## config.mk

```make
export PLATFORM = sky130hd
export DESIGN_NAME = vball_gfx_server
export DESIGN_NICKNAME = d
export VERILOG_FILES = /design/src/rtl/vball_gfx_server.sv
export SDC_FILE = /design/constraint.sdc
export NUM_CORES = 1
export LEC_CHECK = 0
export CAP_MARGIN = 20
export CORE_MARGIN = 8
export CORE_UTILIZATION = 25
export CTS_BUF_LIST = sky130_fd_sc_hd__clkbuf_8
export DETAILED_ROUTE_END_ITERATION = 6
export GPL_ROUTABILITY_DRIVEN = 0
export MAX_ROUTING_LAYER = met4
export PLACE_DENSITY_LB_ADDON = 0.12
export SLEW_MARGIN = 30
export SYNTH_ARGS = -nofsm -noshare
export SYNTH_HDL_FRONTEND = slang
export SYNTH_SLANG_ARGS = --single-unit
```

## constraint.sdc

```tcl
create_clock -name clk_sys -period 3.4 [get_ports clk_sys]
set_input_delay 0.51 -clock clk_sys [delete_from_list [all_inputs] [get_ports clk_sys]]
set_output_delay 0.51 -clock clk_sys [all_outputs]
set_load 0.02 [all_outputs]
```

## src/rtl/vball_gfx_server.sv

```systemverilog
// vball_gfx_server: graphics-ROM read responder for the BG and sprite renderers.
// Define VBALL_GFX_CACHE_EN to add a one-word cache per client.
module vball_gfx_server #(
  parameter int AW = 19
) (
  input  logic          clk_sys,
  input  logic          reset,
  input  logic [AW-1:0] bg_addr,
  input  logic          bg_read,
  output logic [7:0]    bg_data,
  output logic          bg_valid,
  input  logic [AW-1:0] spr_addr,
  input  logic          spr_read,
  output logic [7:0]    spr_data,
  output logic          spr_valid,
  output logic [AW-2:0] rom_addr,
  output logic          rom_req,
  input  logic          rom_ack,
  input  logic [15:0]   rom_data
);

  typedef enum logic [1:0] {
    S_IDLE,
    S_ISSUE,
    S_DONE
  } state_t;

  localparam logic OWN_BG  = 1'b0;
  localparam logic OWN_SPR = 1'b1;

  state_t        state, state_n;
  logic          owner, owner_n;
  logic [AW-2:0] waddr_q, waddr_n;
  logic [15:0]   word_q;
  logic          arb_bg, arb_spr;

  logic          bg_rd_q, spr_rd_q;
  logic [AW-1:0] bg_ad_q, spr_ad_q;
  logic          bg_pend, spr_pend;
  logic          bg_pend_n, spr_pend_n;
  logic          bg_det, spr_det;
  logic          bg_hit, spr_hit;
  logic          bg_fly, spr_fly;
  logic          bg_serve, spr_serve;
  logic [7:0]    bg_wbyte, spr_wbyte;
  logic [7:0]    bg_hbyte, spr_hbyte;

  assign bg_det  = bg_read && (!bg_rd_q || bg_addr != bg_ad_q);
  assign spr_det = spr_read && (!spr_rd_q || spr_addr != spr_ad_q);

  assign bg_fly  = state == S_ISSUE && owner == OWN_BG;
  assign spr_fly = state == S_ISSUE && owner == OWN_SPR;

  assign bg_serve  = state == S_DONE && owner == OWN_BG &&
                     bg_read && waddr_q == bg_addr[AW-1:1];
  assign spr_serve = state == S_DONE && owner == OWN_SPR &&
                     spr_read && waddr_q == spr_addr[AW-1:1];

  assign bg_wbyte  = bg_addr[0] ? word_q[15:8] : word_q[7:0];
  assign spr_wbyte = spr_addr[0] ? word_q[15:8] : word_q[7:0];

`ifdef VBALL_GFX_CACHE_EN
  logic [AW-2:0] bg_tag, spr_tag;
  logic [15:0]   bg_cw, spr_cw;
  logic          bg_cv, spr_cv;

  assign bg_hit  = bg_det && bg_cv && bg_tag == bg_addr[AW-1:1];
  assign spr_hit = spr_det && spr_cv && spr_tag == spr_addr[AW-1:1];
  assign bg_hbyte  = bg_addr[0] ? bg_cw[15:8] : bg_cw[7:0];
  assign spr_hbyte = spr_addr[0] ? spr_cw[15:8] : spr_cw[7:0];

  // Filled on every delivered ROM word; only reset invalidates.
  always_ff @(posedge clk_sys or posedge reset) begin
    if (reset) begin
      bg_cv   <= 1'b0;
      bg_tag  <= '0;
      bg_cw   <= '0;
      spr_cv  <= 1'b0;
      spr_tag <= '0;
      spr_cw  <= '0;
    end else begin
      if (bg_serve) begin
        bg_cv  <= 1'b1;
        bg_tag <= waddr_q;
        bg_cw  <= word_q;
      end
      if (spr_serve) begin
        spr_cv  <= 1'b1;
        spr_tag <= waddr_q;
        spr_cw  <= word_q;
      end
    end
  end
`else
  assign bg_hit    = 1'b0;
  assign spr_hit   = 1'b0;
  assign bg_hbyte  = 8'h00;
  assign spr_hbyte = 8'h00;
`endif

  // A client's in-flight fetch keeps it pending even if read drops.
  always_comb begin
    bg_pend_n = bg_pend;
    if (!bg_read && !bg_fly) bg_pend_n = 1'b0;
    if (bg_det) bg_pend_n = !bg_hit;
    if (bg_serve) bg_pend_n = 1'b0;
    spr_pend_n = spr_pend;
    if (!spr_read && !spr_fly) spr_pend_n = 1'b0;
    if (spr_det) spr_pend_n = !spr_hit;
    if (spr_serve) spr_pend_n = 1'b0;
  end

  always_ff @(posedge clk_sys or posedge reset) begin
    if (reset) begin
      bg_rd_q   <= 1'b0;
      bg_ad_q   <= '0;
      bg_pend   <= 1'b0;
      bg_valid  <= 1'b0;
      bg_data   <= '0;
      spr_rd_q  <= 1'b0;
      spr_ad_q  <= '0;
      spr_pend  <= 1'b0;
      spr_valid <= 1'b0;
      spr_data  <= '0;
    end else begin
      bg_rd_q  <= bg_read;
      bg_ad_q  <= bg_addr;
      bg_pend  <= bg_pend_n;
      spr_rd_q <= spr_read;
      spr_ad_q <= spr_addr;
      spr_pend <= spr_pend_n;
      if (bg_serve) begin
        bg_valid <= 1'b1;
        bg_data  <= bg_wbyte;
      end else if (bg_hit) begin
        bg_valid <= 1'b1;
        bg_data  <= bg_hbyte;
      end else if (bg_det || !bg_read) begin
        bg_valid <= 1'b0;
      end
      if (spr_serve) begin
        spr_valid <= 1'b1;
        spr_data  <= spr_wbyte;
      end else if (spr_hit) begin
        spr_valid <= 1'b1;
        spr_data  <= spr_hbyte;
      end else if (spr_det || !spr_read) begin
        spr_valid <= 1'b0;
      end
    end
  end

  always_ff @(posedge clk_sys or posedge reset) begin
    if (reset) begin
      state   <= S_IDLE;
      owner   <= OWN_BG;
      waddr_q <= '0;
      word_q  <= '0;
    end else begin
      state   <= state_n;
      owner   <= owner_n;
      waddr_q <= waddr_n;
      if (state == S_ISSUE && rom_ack) word_q <= rom_data;
    end
  end

  // DONE arbitrates on post-update pending so the next fetch
  // follows after a single idle cycle on rom_req.
  always_comb begin
    state_n = state;
    owner_n = owner;
    waddr_n = waddr_q;
    arb_bg  = (state == S_DONE) ? bg_pend_n : bg_pend;
    arb_spr = (state == S_DONE) ? spr_pend_n : spr_pend;
    unique case (state)
      S_ISSUE: begin
        if (rom_ack) state_n = S_DONE;
      end
      S_IDLE, S_DONE: begin
        state_n = S_IDLE;
        if (arb_bg) begin
          state_n = S_ISSUE;
          owner_n = OWN_BG;
          waddr_n = bg_addr[AW-1:1];
        end else if (arb_spr) begin
          state_n = S_ISSUE;
          owner_n = OWN_SPR;
          waddr_n = spr_addr[AW-1:1];
        end
      end
      default: state_n = S_IDLE;
    endcase
  end

  always_comb begin
    rom_req  = state == S_ISSUE;
    rom_addr = waddr_q;
  end

endmodule

```

==> results of run 1 <==
## state kept, by name (all words and copies together) (netlist names), 2 cells and up
| name | flops |
|---|---|
| bg_data | 8 |
| state | 2 |
| spr_ad_q | 19 |
| word_q | 16 |
| rom_addr | 18 |
| spr_data | 8 |
| bg_ad_q | 19 |
## area by class of cell
| type | count | area (µm²) | share of cell area [%] |
|---|---|---|---|
| multi-input cells | 222 | 1750 | 29.2 |
| inverters | 61 | 231 | 3.86 |
| well taps | 229 | 287 | 4.78 |
| flip-flops and latches | 97 | 2430 | 40.5 |
| clock buffers | 9 | 124 | 2.07 |
| repair buffers | 112 | 1090 | 18.2 |
| clock inverters | 7 | 82.6 | 1.38 |
## report_power, final
group | leakage (nW) | switching (mW) | internal, mW | total [mW]
combinational | 1.36 | 0.698 | 0.720 | 1.42
sequential | 1.16 | 0.254 | 1.40 | 1.65
clock | 0.0988 | 0.463 | 0.353 | 0.816
## cell usage in the layout (no fill, tap or decap), drive strengths merged, types with 17 or more instances in the layout
cell type and n:
a222oi 18, buf 17, clkdlybuf4s50 95, dfrtp 97, inv 65, nand2 21, o21ai 17, xnor2 47
xor2 27
## cell families (layout without fill, tap and decap cells)
group	count (synthesis)	count (layout)	synth area share, %
flops	97	97	54.3
compound gates	48	48	8.62
simple gates	68	68	8.37
buf+inv	71	189	6.58
xor+xnor	74	74	14.5
mux	32	32	7.61
## per-layer routing
layer	up-vias	GRT usage (%)
li1	1558	-
met1	1564	15.7
met2	80	19.2
met3	14	2.93
met4	0	4.50
met5	-	-
## final timing paths
path                       cells after the start      endpoint  slack, ps          from
hold reg to reg                                2   spr_data[4]        500   spr_data[4]
setup reg to reg                               7  rom_addr[14]        850   rom_addr[3]
min in group asynchronous                      2   spr_ad_q[3]        560         reset
setup / recovery                               8  rom_addr[14]        660  spr_addr[10]
hold / removal                                 2   spr_data[4]        500   spr_data[4]
max in group asynchronous                      3     spr_valid       2080         reset
## worst min-delay path: cells and delay by family, from the launching register on
family / cells / cell delay (ps)
compound gates: 1 / 60
flops: 1 / 370
simple gates: 1 / 50
## stage by stage
step                      hold slack [ps]  std cells  area, µm²
after global routing                  542        737       6000
after floorplan                       500        390       4470
after CTS                             508        737       6000
final                                 500        737       6000
after detailed placement              477        721       5790
after global placement                474        721       5790
==> flow_summary.yaml, run 1 <==
logic_synthesis:
  synth_cells: 390
  yosysMostFrequentCell: "dfrtp_1"
  yosysTopAreaCell: "dfrtp_1"
  yosysSeqAreaShare_pct: 54.3
  synth_top_area_share_pct: 54.3
  yosys_warnings: 0
  synth_area_um2: 4470
  ys_async_sr_fraction_pct: 100
  synth.area.top_cells: "dfrtp_1 (54%), xnor2_1 (9.2%), xor2_1 (5.3%), inv_1 (5.1%), a222oi_1 (4.0%)"
  synth.distinct_cells: 35
  syn_nets: 449
  synthFlopType: "dfrtp_1"
  syn_area_per_cell_um2: 11.5
  yosys-top-cells-count: "dfrtp_1 (97), inv_1 (61), xnor2_1 (47), xor2_1 (27), nand2_1 (21)"
  synth_seq_cells: 97
  synth_edf_count: 0
floorplanning:
  die_h_um: 150
  die-area_um2: 22400
  io_pins: 96
  num_rows: 49
  start_util_pct: 25.1
  die_w_um: 150
  coreArea_um2: 17800
timing:
  rsz0062_at_grt: "no"
  fmax_ghz: 0.365
  setup_viol: 0
  setup_tns_ps: 0
  relSlewSlack_pct: 49.2
  worst_pin_slew_ps: 760
  timing.final.crit_share_pct: 80.7
  setup_slack_ps: 658
  maxSlewViolCount: 0
  finalCriticalPeriod_ps: 2740
  fin_skew_ps: 19.3
  hold_violations: 0
cts:
  cts_htree_levels: 3
  cts_sinks: 97
  insertion_delay_ps: 390
  clk_path_buf_depth: 2
  post_cts_buffers: 0
  ctsHoldBuffers: 0
  cts_tree: "built"
  cts_buffers: 9
  cts-resized-gates: 0
  clock-root-buffer: "clkbuf_8"
  clk_transition_reported_paths_ps: 110
setup_path:
  max_stage_delay_ps: 570
  worstPathRequired_ps: 3660
  critPathTopFamily: "compound AO/OA/AOI/OAI gates"
  cp_max_fo: 12
  cp_cell_sequence: "clkdlybuf4s50_1 > xnor2_1 > nand4_1 > or4b_1 > o31a_1 > o211a_1 > buf_4 > a222oi_1"
  setup.worst_path.start_class: "input pin"
  crit_buf_inv: 2
  crit_path_end_kind: "flop"
  cp.arrival_ps: 3000
  worstSetupPathType: "in -> reg"
  crit_slowest_cell: "or4b_1"
grt:
  grt_max_degree: 54
  grt_pass1_vias: 3592
  antenna_found_initial: 0
  grt_overflow: 0
  grt_pass1_wl_um: 20500
  grt_usage_pct: 12.5
route:
  drtAntennaViolNets: 0
  drtIter0Drc: 193
  wire_per_inst_um: 17.5
  routed_wl_um: 12900
  drc: 0
  firstDrtPassIters: 7
  vias: 3216
  top_layer_used: "met4"
  m1WireLength_um: 6010
  wl_met2_um: 6020
  via_per_inst: 4.36
  dr_wl_met3_um: 649
job:
  maxCapViolCount: 0
hold_path:
  hp-class: "reg -> reg"
power_and_ir_drop:
  power_density_nw_per_um2: 648
  power_mw: 3.89
  leakagePower_nw: 2.61
  vdd_drop_max_mv: 0.236
final_layout:
  areaGrowthSynthToFinish_pct: 34.2
  diodes: 0
  fin_nets: 562
  n_fill_cell: 1800
  final_util_pct: 33.7
  drive_gt1_share_pct: 11.0
place:
  pre_cts_ws_ps: 275
  port_buffers: 95
  dp_hpwl_um: 9710
outcome:
  status: "completed"
Note: power is estimated with default switching activity, not from simulation.
==> inputs of run 2 (changes only) <==
clock period = 2.8 ns   (was 3.4 ns; I/O delays follow)
==> flow_summary.yaml, run 2 (synthesized netlist as in run 1, its figures left out) <==
outcome:
  status: "completed"
timing:
  setup_viol: 0
  hold_violations: 0
  relSlewSlack_pct: 51.1
  timing.final.crit_share_pct: 91.7
  worst_pin_slew_ps: 732
  maxSlewViolCount: 0
  rsz0062_at_grt: "no"
  setup_tns_ps: 0
  fin_skew_ps: 17.8
  fmax_ghz: 0.389
  finalCriticalPeriod_ps: 2570
floorplanning:
  start_util_pct: 25.1
  num_rows: 49
  die_w_um: 150
  die_h_um: 150
  io_pins: 96
  die-area_um2: 22400
  coreArea_um2: 17800
grt:
  grt_usage_pct: 12.6
  antenna_found_initial: 0
  grt_pass1_wl_um: 20700
  grt_pass1_vias: 3721
  grt_overflow: 0
  grt_max_degree: 46
power_and_ir_drop:
  swShare_pct: 35.9
  p_clk_share_pct: 20.3
  pwr-share-comb_pct: 38.0
  leakagePower_nw: 2.78
  p_int_mw: 3.10
  power_mw: 4.84
  power_density_nw_per_um2: 770
  p_switching_mw: 1.74
  power_frac_seq_pct: 41.7
  vdd_drop_max_mv: 0.243
place:
  dp_hpwl_um: 10200
  port_buffers: 95
cts:
  cts_tree: "built"
  ctsHoldBuffers: 0
  clock-root-buffer: "clkbuf_8"
  cts_sinks: 97
  post_cts_buffers: 0
  insertion_delay_ps: 380
  cts_htree_levels: 3
  clk_transition_reported_paths_ps: 110
  cts-resized-gates: 0
  clk_path_buf_depth: 2
  cts_buffers: 9
setup_path:
  cp.arrival_ps: 2820
  r2r-start: "rom_addr[3]"
  worstSetupPathType: "reg -> reg"
  startpoint: "rom_addr[3]"
  rr_worst_depth: 7
  critPathCapture: "rom_addr[5]"
  crit_path_end_kind: "flop"
  worstPathRequired_ps: 3050
  rr_endpoint: "rom_addr[5]"
  ff2ff_setup_slack_ps: 230
  cp_max_fo: 6
  setup.worst_path.start_class: "flop"
route:
  via_per_inst: 4.31
  wire_per_inst_um: 17.2
  drc: 0
  drtIter0Drc: 179
  firstDrtPassIters: 5
  vias: 3318
  routed_wl_um: 13200
  drtAntennaViolNets: 0
final_layout:
  diodes: 0
  final_cell_mix: "dfrtp_1 (97), clkdlybuf4s50_1 (95), inv_1 (60)"
  areaGrowthSynthToFinish_pct: 40.6
  n_fill_cell: 1780
  multi_input_area_um2: 1750
  final_common_cell: "dfrtp_1"
  drive_gt1_share_pct: 16.5
  regArea_um2: 2430
  fin_nets: 595
job:
  maxCapViolCount: 0
hold_path:
  hp-class: "in -> async"
run 2: cell count changes in the layout (fill, tap and decap cells not counted), sizes merged:
cell / delta
inv: -2
buf: +33
clkinv: +2
run 2: worst min-delay path by stage:
stage / startpoint / endpoint / cells after the start
finish: reset / spr_data[7] / 2
global route: bg_data[0] / bg_data[0] / 2
CTS: reset / spr_data[2] / 2
detailed placement: spr_data[3] / spr_data[3] / 2
global placement: spr_data[4] / spr_data[4] / 2
floorplan: bg_addr[0] / bg_ad_q[0] / 0
run 2: worst max-delay path: stages (launching register included):
cell      delay, ps
dfrtp_1         460
xor2_1          180
nor4_1          490
nand3_1         180
or4_4           590
a32oi_4         270
buf_4           190
a222oi_1         70
run 2: area by class of cell:
class / count / area share, %
clock inverter: 7 / 1.33
multi-input combinational: 222 / 27.9
clock buffer: 9 / 1.97
inverter: 61 / 3.70
timing repair buffer: 145 / 21.9
tap: 229 / 4.56
sequential: 97 / 38.6
run 2: through the flow:
stage | utilization (%) | std cells | setup WS, ps | hold slack, ps | area (µm²)
3_5_place_dp | 34.2 | 754 | -211 | 474 | 6080
2_1_floorplan | - | 390 | 405 | 451 | 4470
5_1_grt | 35.3 | 770 | 53.8 | 519 | 6280
4_1_cts | 35.3 | 770 | 155 | 502 | 6280
6_report | 35.3 | 770 | 231 | 499 | 6280
3_3_place_gp | 34.2 | 754 | -266 | 471 | 6080
run 2: routing by layer:
layer  up-vias  global-route usage, %  routed length (µm)
met3        15                   2.96                 683
met5         -                      -                   0
li1       1621                      -                   -
met2        77                   20.2                6360
met4         0                   4.70                 227
met1      1605                   15.1                5950
run 2: power groups by stage:
| stage | logic, mW | clock network [mW] | registers (mW) |
|---|---|---|---|
| 3_3_place_gp | 1.85 | 0 | 2.04 |
| 5_1_grt | 1.99 | 1.08 | 2.07 |
| 4_1_cts | 1.88 | 1.03 | 2.02 |
| 3_5_place_dp | 1.87 | 0 | 2.05 |
| 2_1_floorplan | 0.937 | 0 | 2.10 |
| 6_report | 1.84 | 0.983 | 2.02 |
==> inputs of run 3 (changes only) <==
ABC_AREA = 1   (was not set)
==> flow_summary.yaml, run 3 <==
final_layout:
  fin_nets: 806
  areaGrowthSynthToFinish_pct: 31.0
  drive_gt1_share_pct: 7.05
  diodes: 0
  final_common_cell: "nand2_1"
  post-route-cell-area_um2: 6570
  final_util_pct: 32.9
  final_cell_mix: "nand2_1 (244), dfrtp_1 (97), clkdlybuf4s50_1 (95)"
  stdcell_count: 1022
route:
  wire_per_inst_um: 16.7
  drtIter0Drc: 218
  drtAntennaViolNets: 0
  wl_met2_um: 8080
  vias: 4464
  via_per_inst: 4.37
  firstDrtPassIters: 5
  top_layer_used: "met4"
  routed_wl_um: 17100
  dr_wl_met3_um: 995
  m1WireLength_um: 7740
  drc: 0
timing:
  setup_viol: 0
  timing.final.crit_share_pct: 84.5
  setup_tns_ps: 0
  finalCriticalPeriod_ps: 2370
  hold_violations: 0
  worst_pin_slew_ps: 733
  relSlewSlack_pct: 51.0
  maxSlewViolCount: 0
  fin_skew_ps: 16.3
  setup_slack_ps: 434
  fmax_ghz: 0.423
  whs_ps: 487
  rsz0062_at_grt: "no"
setup_path:
  max_stage_delay_ps: 620
  critPathMostFrequentCell: "nand2_1"
  ff2ff_setup_slack_ps: 550
  crit_buf_inv: 2
  critPathTopFamily: "simple AND/OR/NAND/NOR gates"
  cp_cell_sequence: "clkdlybuf4s50_1 > inv_1 > nand2_1 > o21ai_0 > nor2_1 > nand2_1 > nor2_1 > nand4_2 > nand3_2 > nand3_1 > nand2_1 > nand2_1 > nand2_1"
  crit_path_end_kind: "flop"
  worstPathRequired_ps: 3130
  worstSetupPathType: "in -> reg"
  crit_slowest_cell: "clkdlybuf4s50_1"
  setup.worst_path.start_class: "input pin"
  cp_max_fo: 18
  cp.arrival_ps: 2690
logic_synthesis:
  synth.area.top_cells: "dfrtp_1 (48%), nand2_1 (18%), nand3_1 (6.0%), inv_1 (4.9%), xnor2_1 (4.5%)"
  yosys_warnings: 0
  synth.distinct_cells: 36
  synth_area_um2: 5020
  syn_area_per_cell_um2: 7.85
  yosys-top-cells-count: "nand2_1 (244), dfrtp_1 (97), inv_1 (66), nand3_1 (60), nor2_1 (37)"
  yosysTopAreaCell: "dfrtp_1"
  syn_nets: 698
  yosysSeqAreaShare_pct: 48.4
  yosysMostFrequentCell: "nand2_1"
  synthFlopType: "dfrtp_1"
  synth_top_area_share_pct: 48.4
  synth_seq_cells: 97
  synth_edf_count: 0
  ys_async_sr_fraction_pct: 100
  synth_cells: 639
grt:
  antenna_found_initial: 0
  grt_overflow: 0
  grt_pass1_wl_um: 26700
  grt_usage_pct: 14.7
  grt_pass1_vias: 4628
  grt_max_degree: 41
cts:
  cts_htree_levels: 3
  cts_sinks: 97
  cts-resized-gates: 0
  cts_tree: "built"
  clk_path_buf_depth: 2
  ctsHoldBuffers: 0
  clk_transition_reported_paths_ps: 120
  post_cts_buffers: 0
  clock-root-buffer: "clkbuf_8"
  cts_buffers: 9
  insertion_delay_ps: 390
floorplanning:
  start_util_pct: 25.1
  die-area_um2: 24900
  die_h_um: 158
  num_rows: 52
  io_pins: 96
  die_w_um: 158
  coreArea_um2: 20000
outcome:
  status: "completed"
power_and_ir_drop:
  power_mw: 5.05
  power_density_nw_per_um2: 769
  vdd_drop_max_mv: 0.253
  leakagePower_nw: 3.22
place:
  pre_cts_ws_ps: 11.0
  dp_hpwl_um: 13000
  port_buffers: 95
  dp_cells: 1006
  dpl-instance-area_um2: 6370
hold_path:
  hp-class: "in -> async"
job:
  maxCapViolCount: 0
-- run 3: changes by cell type after synthesis, sizes merged, moves of 16 or more --
cell / before / now
nand3: 6 / 62
xnor2: 47 / 26
mux2: 16 / 0
xor2: 27 / 9
a222oi: 18 / 0
nand2: 21 / 250
nor2: 5 / 41
-- run 3: cell type report --
class                      instances  area [µm²]
multi-input combinational        458        2240
fill                            2135       13400
clock inverter                     7        76.3
tap                              270         338
clock buffer                       9         124
timing repair buffer             112        1100
sequential                        97        2430
inverter                          69         263
-- run 3: cell families after synthesis --
logic type	count (synthesis)	share of synthesized area, %
flops	97	48.4
xor+xnor	35	6.11
mux	16	3.19
simple gates	369	31.1
compound gates	38	4.21
buf+inv	84	6.96
-- run 3: power by group --
group          leakage, nW  internal (mW)  total, mW  switching, mW
sequential            1.20           1.69       2.03          0.333
combinational         1.92          0.852       2.06           1.21
clock                0.103          0.358      0.963          0.605
-- run 3: final timing paths --
path / startpoint / to / cells after the start
setup / recovery: bg_addr[4] / rom_addr[15] / 13
hold / removal: reset / bg_data[0] / 2
setup reg to reg: state[0] / rom_addr[15] / 13
hold reg to reg: spr_data[3] / spr_data[3] / 2
max in group asynchronous: reset / spr_ad_q[8] / 3
min in group clk_sys: spr_data[3] / spr_data[3] / 2
-- run 3: layer usage --
metal / GRT usage [%] / vias to the layer above
li1: - / 2220
met1: 18.4 / 2092
met4: 4.94 / 0
met3: 2.95 / 14
met5: - / -
met2: 23.5 / 138
